`src/rtl/spi_arb_pkg.sv`:
```
// Shared types and constants for the two-port configuration SPI flash arbiter.
package spi_arb_pkg;

    typedef enum logic [1:0] {IDLE, OWN, GUARD} arb_state_t;

    localparam int PORT_JTAG = 0;
    localparam int PORT_USER = 1;

    localparam logic PIN_CSN_IDLE = 1'b1;
    localparam logic PIN_SCK_IDLE = 1'b0;
    localparam logic PIN_SDI_IDLE = 1'b0;

    localparam int GUARD_W = 8;
    localparam int IDLE_W  = 16;

endpackage

```
`src/rtl/spi_arb_timer.sv`:
```
// Loadable down-counter; done is high while the count sits at zero.
module spi_arb_timer #(
    parameter int W = 8
) (
    input  logic         clk,
    input  logic         rst_n,
    input  logic         load,
    input  logic         en,
    input  logic [W-1:0] load_val,
    output logic         done
);

    logic [W-1:0] cnt;

    always_ff @(posedge clk or negedge rst_n) begin
        if (!rst_n)
            cnt <= '0;
        else if (load)
            cnt <= load_val;
        else if (en && cnt != '0)
            cnt <= cnt - 1'b1;
    end

    assign done = (cnt == '0);

endmodule

```
`src/rtl/spi_flash_arbiter.sv`:
```
// Round-robin arbiter handing the configuration SPI flash to the JTAG bridge
// or the user SPI master, with a chip-select guard gap and idle-owner revocation.
module spi_flash_arbiter
    import spi_arb_pkg::*;
#(
    parameter int CS_GUARD_CYCLES = 4,
    parameter int IDLE_TIMEOUT    = 0
) (
    input  logic       clk,
    input  logic       rst_n,
    input  logic [1:0] req,
    output logic [1:0] gnt,
    input  logic [1:0] m_csn,
    input  logic [1:0] m_sck,
    input  logic [1:0] m_mosi,
    output logic [1:0] m_miso,
    output logic       csn,
    output logic       sck,
    output logic       sdi_dq0,
    input  logic       sdo_dq1,
    output logic       wpn_dq2,
    output logic       hldn_dq3,
    output logic       busy,
    output logic       timeout_evt
);

    localparam logic [GUARD_W-1:0] GUARD_LOAD = GUARD_W'(CS_GUARD_CYCLES - 1);
    localparam logic [IDLE_W-1:0]  IDLE_LOAD  =
        (IDLE_TIMEOUT == 0) ? '0 : IDLE_W'(IDLE_TIMEOUT - 1);

    arb_state_t state;
    logic       owner;
    logic       last_owner;
    logic       own_req, own_csn, idle_cyc, revoke, pick;
    logic       guard_done, idle_done;

    assign own_req  = req[owner];
    assign own_csn  = m_csn[owner];
    assign idle_cyc = (state == OWN) && own_req && own_csn;
    assign revoke   = idle_cyc && idle_done && (IDLE_TIMEOUT != 0);
    // On a tie the port that did not own the flash last goes first.
    assign pick     = (req == 2'b11) ? ~last_owner : req[PORT_USER];

    // Guard counter is preloaded the whole time it is not counting the gap.
    spi_arb_timer #(.W(GUARD_W)) u_guard (
        .clk      (clk),
        .rst_n    (rst_n),
        .load     (state != GUARD),
        .en       (state == GUARD),
        .load_val (GUARD_LOAD),
        .done     (guard_done)
    );

    // Idle counter restarts whenever the owner has chip select low.
    spi_arb_timer #(.W(IDLE_W)) u_idle (
        .clk      (clk),
        .rst_n    (rst_n),
        .load     ((state != OWN) || !own_csn),
        .en       (idle_cyc),
        .load_val (IDLE_LOAD),
        .done     (idle_done)
    );

    always_ff @(posedge clk or negedge rst_n) begin
        if (!rst_n) begin
            state       <= IDLE;
            owner       <= 1'b0;
            last_owner  <= 1'b1;
            gnt         <= 2'b00;
            csn         <= PIN_CSN_IDLE;
            sck         <= PIN_SCK_IDLE;
            sdi_dq0     <= PIN_SDI_IDLE;
            busy        <= 1'b0;
            timeout_evt <= 1'b0;
        end else begin
            timeout_evt <= 1'b0;
            case (state)
                IDLE: begin
                    if (req != 2'b00) begin
                        state <= OWN;
                        owner <= pick;
                        gnt   <= pick ? 2'b10 : 2'b01;
                        busy  <= 1'b1;
                    end
                end
                OWN: begin
                    if (!own_req || revoke) begin
                        // Release or revocation: park the pins on this same edge.
                        state       <= GUARD;
                        last_owner  <= owner;
                        gnt         <= 2'b00;
                        csn         <= PIN_CSN_IDLE;
                        sck         <= PIN_SCK_IDLE;
                        sdi_dq0     <= PIN_SDI_IDLE;
                        timeout_evt <= own_req;
                    end else begin
                        csn     <= own_csn;
                        sck     <= m_sck[owner];
                        sdi_dq0 <= m_mosi[owner];
                    end
                end
                GUARD: begin
                    if (guard_done) begin
                        state <= IDLE;
                        busy  <= 1'b0;
                    end
                end
                default: state <= IDLE;
            endcase
        end
    end

    assign m_miso   = gnt & {2{sdo_dq1}};
    assign wpn_dq2  = 1'b1;
    assign hldn_dq3 = 1'b1;

endmodule
```
`config.mk`:
```
export PLATFORM = sky130hd
export DESIGN_NAME = spi_flash_arbiter
export DESIGN_NICKNAME = d
export VERILOG_FILES = /design/src/rtl/spi_arb_pkg.sv /design/src/rtl/spi_arb_timer.sv /design/src/rtl/spi_flash_arbiter.sv
export SDC_FILE = /design/constraint.sdc
export NUM_CORES = 1
export LEC_CHECK = 0
export CAP_MARGIN = 40
export CORE_ASPECT_RATIO = 1.25
export CORE_MARGIN = 2
export CORE_UTILIZATION = 55
export DETAILED_ROUTE_END_ITERATION = 8
export DONT_BUFFER_PORTS = 1
export PLACE_DENSITY = 0.7
export SLEW_MARGIN = 20
export SYNTH_ARGS = -nofsm -noshare
export SYNTH_HDL_FRONTEND = slang
export SYNTH_SLANG_ARGS = --single-unit
```
`constraint.sdc`:
```
create_clock -name clk -period 1.85 [get_ports clk]
set_input_delay 0.2775 -clock clk [delete_from_list [all_inputs] [get_ports clk]]
set_output_delay 0.2775 -clock clk [all_outputs]
set_load 0.01 [all_outputs]
```
**Yosys cells after proc, flatten, opt, wreduce, memory -nomap -nowiden**

Index checks and enable logic that the tools add are counted.

- Bits in registers: 18
- Output and inout bits: 11
- Input port bits: 11

- Add/subtract/negate cells: 1
- Order comparisons: 1
- Bitwise logic cells: 3
- Reduce and logical (&&, ||, !) cells: 13
- Equal/unequal tests: 7
- Mux-type cells: 25

Operators with widths:

| kind | number |
|---|---|
| $mux 8 | 2 |
| $mux 1 | 14 |
| $mux 2 | 6 |
| $reduce_and 3->1 | 3 |
| $logic_not 8->1 | 1 |
| $ne 2x2->1 const B | 4 |
| $reduce_bool 2->1 | 4 |
| $reduce_bool 8->1 | 1 |
| $sub 8x1->8 const B | 1 |
| $pmux 2 s3 | 1 |
| $eq 2x2->1 const B | 2 |
| $pmux 2 s2 | 1 |
| $reduce_and 2->1 | 2 |
| $and 2x2->2 | 1 |
| $eq 2x1->1 const B | 1 |
| $logic_not 2->1 | 1 |
| $lt 1x2->1 const B | 1 |
| $not 1->1 | 2 |
| $pmux 1 s2 | 1 |
| $logic_and 1x1->1 | 1 |

**Longest topological paths before layout**

Gate-level depths: netlist of the first run.

- Depth in word-level cells: 5
- Mapped depth: 5

**Cells and area by module**

Synthesis of the first run repeated with hierarchy kept, for this count alone.

- Cells, all modules: 116
- Area total of the unflattened synthesis: 1092.3 µm²

Modules (own cells, without submodules):

| module | cells each | area an instance (µm²) | instances | sequential area each (µm²) |
|---|---|---|---|---|
| spi_flash_arbiter | 58 | 564.3 | 1 | 252.7 |
| spi_arb_timer | 58 | 528.0 | 1 | 200.2 |

**Least setup slack after synthesis of the first run**

Ideal clock, no wire load.

- Path type: reg-to-reg
- Start point: register u_guard.cnt[2]
- End point: register u_guard.cnt[6]
- Required time: 1.772 ns
- Path slack: 0.263 ns
- Setup time: 0.078 ns
- Path buffers: 0
- Arrival: 1.510 ns
- Cell stages (with the launch flop): 4
- Clock period less this slack: 1.587 ns
- Cell sequence: dfrtp_1 or4_4 or4_1 a21oi_1

- Cells in the longest elaborated chain, start to end: 3

RTL lines:

| element | RTL line | RTL |
|---|---|---|
| start: declaration | spi_arb_timer.sv:13 | `logic [W-1:0] cnt;` |
| start signal: assignment | spi_arb_timer.sv:19 | `cnt <= load_val;` |
| start signal: assignment | spi_arb_timer.sv:21 | `cnt <= cnt - 1'b1;` |
| $sub 8x1->8 or $reduce_bool 8->1 (tied branches) | spi_arb_timer.sv:21, spi_arb_timer.sv:20 |  |
| $mux 8 or $logic_and 1x1->1 (tied branches) | spi_arb_timer.sv:20 | `else if (en && cnt != '0)` |
| $mux 8 or $reduce_bool 2->1 (tied branches) | -- |  |

Parallel ways exist; a longest one is shown, timed or not. The select of a mux whose other input is x is not followed.
A chain may end at the register's enable or synchronous reset.

**Final worst setup path of the first run**

Ends and elaborated chain as after synthesis.

==> results by group, run 1 <==
Status
  • Status: finished, final reports clean

Routing
  • Routed WL: 1970 um
  • DR iter-0 viols: 9
  • Met2 Routed Length: 1070 um
  • DR WL met3: 52 um
  • DRC Markers: 0
  • DR WL/cell: 15.8 um
  • Final ANT Viol Nets: 0
  • Met1 WL: 831 um
  • Vias per inst: 6.10
  • Vias: 757
  • Drt pass-1 iters: 4
  • Top Layer Used: met4

Final layout
  • Nets: 119
  • Antenna diode count: 0
  • Layout cells sized above 1: 14.3%
  • Fillers: 160
  • Final core occ: 60.7%
  • Synth-to-Final Area Change: 6.28%
  • Leading cell type in the layout, fill and taps excluded: dfrtp_1
  • Most frequent cells in the layout: dfrtp_1 (16), a21oi_1 (11), o21ai_0 (7)
  • Multi-input logic area: 487 um2
  • Sequential cell area: 453 um2
  • Design area: 1060 um2

Synthesis
  • EDFF count, synth: 0
  • Seq/Total Area, Yosys: 45.5%
  • Async SR Flop Fraction: 100%
  • Top_reg_cell synth: dfrtp_1
  • Mean Syn Cell Area: 9.67 um2
  • Mapped Area: 996 um2
  • Post-synthesis cell type count: 34
  • Yosys reg bits: 18
  • Main area contributors after synthesis: dfrtp_1 (40%), a21oi_1 (5.5%), dfstp_2 (5.3%)
  • Area share of the largest cell type after synthesis: 40.2%
  • Mapped Cells: 103
  • YS warnings: 0
  • Post-synth top area cell: dfrtp_1

Power
  • Clock power frac: 18.2%
  • Pwr per Cell Area: 1230 nW/um2
  • Switching Share: 37.3%
  • Sequential fraction of design power: 51.5%
  • Logic pwr share: 30.3%
  • Psw: 484 uW
  • P_int: 815 uW
  • Leak Pwr: 0.456 nW
  • Peak supply drop: 0.000652 V

Global route
  • Initial antenna violation count: 0
  • Largest net degree at the start of global routing: 19
  • Vias in the first global route: 738
  • Grt ovf: 0
  • All-Layer GR Usage: 20.2%
  • First-pass GRT wire length: 3310 um

Worst setup path
  • CP startpoint: u_guard.cnt[2]
  • CP Capture Type: flop
  • Worst r2r path cells: 3
  • Worst R2R Start: u_guard.cnt[2]
  • Crit path launch type: flop
  • Crit path required time: 2070 ps
  • R2R Path End: u_guard.cnt[6]
  • Crit Path Category: reg -> reg
  • Crit path max fanout: 8
  • Arr. time, crit path: 1920 ps
  • Worst R2R Setup Slack: 140 ps

Timing
  • RSZ-0062 raised after global routing: no
  • Slack of the critical path: 145 ps
  • Crit path time final: 1710 ps
  • Crit share post-route: 92.2%
  • Number of setup violations in the final report: 0
  • TNS Setup: 0 ps
  • Final hold vios: 0
  • Max Fclk: 587 MHz
  • Max-slew violations: 0
  • Skew final: 4.19 ps

Floorplan
  • Initial core utilization: 57.1%
  • Die Wd: 42.1 um
  • Chip height: 51.6 um
  • Row count: 17
  • Die area: 2170 um2
  • Io pins: 22
  • Core ar.: 1740 um2

Placement
  • Pre-CTS setup slack: 175 ps
  • Dpl hpwl: 1480 um
  • IO Port Bufs: 0
  • Gp weighted congestion: 0.839
  • DP Area: 1000 um2

Hold path
  • Min-delay worst type: in -> reg
  • HP Start: req[0]
  • Worst Hold End: last_owner
  • Hold path cells: 2

Clock tree
  • Number of CTS-inserted buffers: 3
  • CTS Buffer Depth: 2
  • # Post-CTS Setup Buffers: 0
  • CTS Root Cell: clkbuf_4
  • CTS H-tree depth: 1
  • Clock transition at the registers of the reported paths: 100 ps
  • # hold bufs at CTS: 1
  • Worst skew pair latency: 290 ps
  • Post_cts resized: 0
  • TritonCTS clock tree: done
  • CTS Sinks: 18

Run
  • Max cap viols: 0
==> metrics by stage <==
stage | cells | total power [mW] | hold slack [ps]
after floorplan | 104 | 0.982 | -18.1
after global placement | 118 | 1.04 | -17.7
after detailed placement | 118 | 1.06 | -17.7
after CTS | 123 | 1.30 | 135
after global routing | 124 | 1.40 | 178
final | 124 | 1.30 | 144
==> cell families (layout without fill, tap and decap cells) <==
kind of cell / Yosys count / count (layout) / share of synthesized area [%]
AO/OA/AOI/OAI: 35 / 35 / 22.5
adder cells (fa/ha/maj): 2 / 2 / 2.51
buffers and inverters: 13 / 14 / 6.03
flip-flops: 18 / 18 / 45.5
multiplexers: 6 / 6 / 6.16
other: 2 / 3 / 0.754
AND/OR/NAND/NOR: 27 / 27 / 16.6
==> power by group through the flow <==
stage / clock network, mW / logic [mW] / registers, mW
2_1_floorplan: 0 / 0.382 / 0.600
3_3_place_gp: 0 / 0.366 / 0.671
3_5_place_dp: 0 / 0.379 / 0.677
4_1_cts: 0.243 / 0.392 / 0.668
5_1_grt: 0.261 / 0.449 / 0.690
6_report: 0.236 / 0.394 / 0.670
==> worst max-delay path by stage <==
stage                                 to  slack, ps  cells after the start
after floorplan           u_guard.cnt[6]        260                      3
final                     u_guard.cnt[6]        140                      3
after global placement    u_guard.cnt[6]        190                      3
after detailed placement  u_guard.cnt[6]        180                      3
after global routing      u_guard.cnt[6]         70                      3
after CTS                 u_guard.cnt[6]        150                      3
==> metal layers <==
| metal | up-vias | GRT usage, % |
|---|---|---|
| met3 | 2 | 2.43 |
| met4 | 0 | 7.29 |
| li1 | 373 | - |
| met1 | 367 | 24.5 |
| met2 | 15 | 37.0 |
| met5 | - | 0 |
==> registers in the layout (all words and copies together) (netlist names) <==
| signal | count |
|---|---|
| state | 2 |
| last_owner | 1 |
| busy | 1 |
| gnt | 2 |
| owner | 1 |
| sdi_dq0 | 1 |
| csn | 1 |
| u_guard.cnt | 8 |
| sck | 1 |
==> synthesized netlist by cell type (all sizes together) (2+ instances only) <==
| cell type | n |
|---|---|
| or4 | 4 |
| nor2 | 2 |
| nor3b | 2 |
| a21boi | 2 |
| a21o | 2 |
| o22ai | 2 |
| a211oi | 2 |
| mux2i | 5 |
| dfstp | 2 |
| and2 | 2 |
| dfrtp | 16 |
| nor3 | 3 |
| nand2b | 3 |
| conb | 2 |
| ha | 2 |
| inv | 6 |
| nand2 | 6 |
| clkbuf | 4 |
| a21oi | 11 |
| buf | 3 |
| o31ai | 4 |
| o21ai | 7 |
==> cell type report <==
cell class,instances,area share [%]
flip-flops and latches,18,42.8
repair buffers,4,3.43
well taps,19,2.25
multi-input cells,73,46.0
clock buffers,4,3.43
inverters,6,2.13
==> critical path: stages (launching register included) <==
cell and delay [ps]:
dfrtp_1 480, or4_4 600, or4_1 410, a21oi_1 140
Power figures use the tool's default switching activity.
==> inputs of run 2 (changes only) <==
--- a/config.mk
+++ b/config.mk
@@ -5,6 +5,7 @@
 export SDC_FILE = /design/constraint.sdc
 export NUM_CORES = 1
 export LEC_CHECK = 0
+export ABC_AREA = 1
 export CAP_MARGIN = 40
 export CORE_ASPECT_RATIO = 1.25
 export CORE_MARGIN = 2
==> run 2 against run 1 <==
Non-clock buffer count shrank 2. Die area shrank 1.5%. Area after synthesis shrank 1.6%. Wire length shrank 10%. Clock power is essentially flat. Hold slack lost 39 ps. Critical path type unchanged. Global-route usage shrank 0.45 points. Highest routed layer unchanged. Cell count grew 19%. Synthesized cell count grew 21%.
==> results by group, run 2 <==
Synthesis
  • Mean Syn Cell Area: 7.84 um2 (was 9.67 um2)
  • Post-synth top area cell: dfrtp_1 (unchanged)
  • Async SR Flop Fraction: 100% (unchanged)
  • Top_reg_cell synth: dfrtp_1 (unchanged)
  • EDFF count, synth: 0 (unchanged)
  • YS warnings: 0 (unchanged)
  • Yosys reg bits: 18 (unchanged)
  • Mapped Cells: 125 (was 103)
  • Area share of the largest cell type after synthesis: 40.9% (was 40.2%)
  • Synth cell count leaders: nand2_1 (32), dfrtp_1 (16), inv_1 (16), nand3_1 (11), nor2_1 (11) (was dfrtp_1 (16), a21oi_1 (11), o21ai_0 (7), inv_1 (6), nand2_1 (6))
  • Post-synthesis cell type count: 24 (was 34)
  • Most common cell in the netlist: nand2_1 (was dfrtp_1)
  • Main area contributors after synthesis: dfrtp_1 (41%), nand2_1 (12%), inv_1 (6.1%) (was dfrtp_1 (40%), a21oi_1 (5.5%), dfstp_2 (5.3%))
  • Seq/Total Area, Yosys: 46.2% (was 45.5%)
  • Mapped Area: 980 um2 (was 996 um2)

Worst setup path
  • R2R Path End: u_guard.cnt[5] (was u_guard.cnt[6])
  • Crit path required time: 2040 ps (was 2070 ps)
  • Worst r2r path cells: 7 (was 3)
  • Arr. time, crit path: 1510 ps (was 1920 ps)
  • Slowest CP cell: dfrtp_1 (was or4_4)
  • Buf+Inv Stages, Crit Path: 2 (was 0)
  • CP Capture Type: flop (unchanged)
  • CP dominant cell by count: nand2_2
  • Crit path launch type: flop (unchanged)
  • Crit path max fanout: 4 (was 8)
  • Kind of cell adding the most delay to the critical path: flip-flops (was simple AND/OR/NAND/NOR gates)
  • Worst R2R Start: u_guard.cnt[0] (was u_guard.cnt[2])
  • Crit-path cells: inv_1, ha_1, nand2_2, nor2_4, nand2_2, inv_2, nor2_1 (was or4_4, or4_1, a21oi_1)
  • Crit Path Category: reg -> reg (unchanged)
  • CP max stage delay: 420 ps (was 600 ps)
  • Worst R2R Setup Slack: 530 ps (was 140 ps)

Floorplan
  • Core ar.: 1720 um2 (was 1740 um2)
  • Chip height: 51.2 um (was 51.6 um)
  • Row count: 17 (unchanged)
  • Io pins: 22 (unchanged)
  • Initial core utilization: 56.9% (was 57.1%)
  • Die Wd: 41.8 um (was 42.1 um)
  • Die area: 2140 um2 (was 2170 um2)

Hold path
  • HP Start: m_csn[1] (was req[0])
  • Hold path cells: 2 (unchanged)
  • Min-delay worst type: in -> reg (unchanged)
  • Worst Hold End: csn (was last_owner)

Timing
  • TNS Setup: 0 ps (unchanged)
  • Slack of the critical path: 532 ps (was 145 ps)
  • RSZ-0062 raised after global routing: no (unchanged)
  • Crit share post-route: 71.2% (was 92.2%)
  • Crit path time final: 1320 ps (was 1710 ps)
  • Number of setup violations in the final report: 0 (unchanged)
  • Max-slew violations: 0 (unchanged)
  • Max Fclk: 759 MHz (was 587 MHz)
  • Final hold vios: 0 (unchanged)
  • Skew final: 2.48 ps (was 4.19 ps)

Routing
  • DR iter-0 viols: 10 (was 9)
  • Vias: 772 (was 757)
  • Final ANT Viol Nets: 0 (unchanged)
  • DRC Markers: 0 (unchanged)
  • Routed WL: 1760 um (was 1970 um)
  • Drt pass-1 iters: 2 (was 4)
  • DR WL/cell: 12.0 um (was 15.8 um)
  • Vias per inst: 5.25 (was 6.10)

Final layout
  • Most frequent cells in the layout: nand2_1 (32), inv_1 (16), dfrtp_1 (16) (was dfrtp_1 (16), a21oi_1 (11), o21ai_0 (7))
  • Antenna diode count: 0 (unchanged)
  • Leading cell type in the layout, fill and taps excluded: nand2_1 (was dfrtp_1)
  • Layout cells sized above 1: 14.8% (was 14.3%)
  • Largest registers: u_guard.cnt: 8 flops, gnt: 2 flops, state: 2 flops (unchanged)
  • Nets: 142 (was 119)
  • Largest register FFs: 8 (unchanged)
  • Synth-to-Final Area Change: 6.26% (was 6.28%)
  • Fillers: 169 (was 160)
  • Largest register by flop count: u_guard.cnt (unchanged)

Clock tree
  • CTS H-tree depth: 1 (unchanged)
  • Clock transition at the registers of the reported paths: 100 ps (about the same)
  • CTS Sinks: 18 (unchanged)
  • # Post-CTS Setup Buffers: 0 (unchanged)
  • Number of CTS-inserted buffers: 3 (unchanged)
  • TritonCTS clock tree: done (unchanged)
  • CTS Root Cell: clkbuf_4 (unchanged)
  • Post_cts resized: 0 (unchanged)
  • CTS Buffer Depth: 2 (unchanged)
  • Worst skew pair latency: 280 ps (was 290 ps)

Global route
  • Initial antenna violation count: 0 (unchanged)
  • Grt ovf: 0 (unchanged)
  • All-Layer GR Usage: 19.8% (was 20.2%)
  • Largest net degree at the start of global routing: 19 (unchanged)
  • Vias in the first global route: 791 (was 738)
  • First-pass GRT wire length: 3170 um (was 3310 um)

Power
  • P_int: 777 uW (was 815 uW)
  • Psw: 500 uW (was 484 uW)
  • Leak Pwr: 0.540 nW (was 0.456 nW)
  • Peak supply drop: 0.000776 V (was 0.000652 V)
  • Sequential fraction of design power: 49.9% (was 51.5%)
  • Clock power frac: 18.3% (was 18.2%)
  • Pwr per Cell Area: 1230 nW/um2 (about the same)
  • Logic pwr share: 31.8% (was 30.3%)
  • Switching Share: 39.1% (was 37.3%)

Status
  • Status: finished, final reports clean (unchanged)

Placement
  • Pre-CTS setup slack: 539 ps (was 175 ps)
  • IO Port Bufs: 0 (unchanged)
  • Dpl hpwl: 1430 um (was 1480 um)
  • Gp weighted congestion: 0.835 (was 0.839)

Run
  • Max cap viols: 0 (unchanged)
run 2: cell count changes after synthesis, moves of 4 or more:
cell	delta
nand2_1	+26
nand3_1	+11
inv_1	+10
a21oi_1	-9
nor2_1	+9
o21ai_1	+6
clkbuf_1	-4
o21ai_0	-4
o31ai_1	-4
run 2: area by class of cell:
class | instances | area, um2 | share of cell area [%]
timing repair buffer | 2 | 25.0 | 2.40
tap | 19 | 23.8 | 2.28
sequential | 18 | 453 | 43.5
multi-input combinational | 86 | 435 | 41.8
inverter | 18 | 67.6 | 6.49
clock buffer | 4 | 36.3 | 3.49
run 2: logic make-up (layout without fill, tap and decap cells):
group	after synthesis	in the layout	synth area share (%)
simple gates	64	64	29.8
compound gates	14	14	8.05
xor+xnor	1	1	0.894
buf+inv	22	24	9.71
other cells	2	3	0.767
flops	18	18	46.2
mux	2	2	2.04
fa+ha+maj	2	2	2.55
run 2: through the flow:
step                      hold slack, ps  cells  instance area, um2  util [%]  power (mW)
after global placement             -17.8    141                 980      56.9        1.03
after global routing                94.3    147                1040      60.4        1.39
after floorplan                    -18.1    126                 983         -       0.963
after CTS                           95.7    146                1030      59.5        1.29
final                                105    147                1040      60.4        1.28
after detailed placement           -17.9    141                 980      56.9        1.04
run 2: how the worst max path moves through the flow:
stage,from,to,slack [ps],depth (start not counted)
after floorplan,u_guard.cnt[1],u_guard.cnt[1],670,7
after global placement,u_guard.cnt[0],u_guard.cnt[1],580,7
after detailed placement,u_guard.cnt[0],u_guard.cnt[5],540,7
after CTS,u_guard.cnt[0],u_guard.cnt[5],530,7
after global routing,u_guard.cnt[0],u_guard.cnt[5],430,7
final,u_guard.cnt[0],u_guard.cnt[5],530,7
run 2: per-layer routing:
layer,vias up,track usage (%),share of wire [%]
met2,14,34.1,55
met5,-,0,0
li1,389,-,-
met4,0,16.1,1.8
met1,365,22.0,40
met3,4,1.77,2.7
run 2: worst reg2reg max path: cells and delay by family, from the launching register on:
family | cells | cell delay [ps]
flip-flops | 1 | 420
AND/OR/NAND/NOR | 4 | 360
buffers and inverters | 2 | 220
adder cells (fa/ha/maj) | 1 | 220
run 2: timing repair:
item                                    4_1_cts  5_1_grt
endpoints found under the hold margin        18        0
hold buffers                                  1        0
endpoints found under the setup margin        0        0
run 2: power groups by stage:
stage / Combinational, mW / Sequential, mW / Clock (mW)
3_5_place_dp: 0.398 / 0.646 / 0
6_report: 0.406 / 0.637 / 0.233
2_1_floorplan: 0.362 / 0.601 / 0
5_1_grt: 0.477 / 0.650 / 0.268
3_3_place_gp: 0.389 / 0.641 / 0
4_1_cts: 0.410 / 0.638 / 0.242
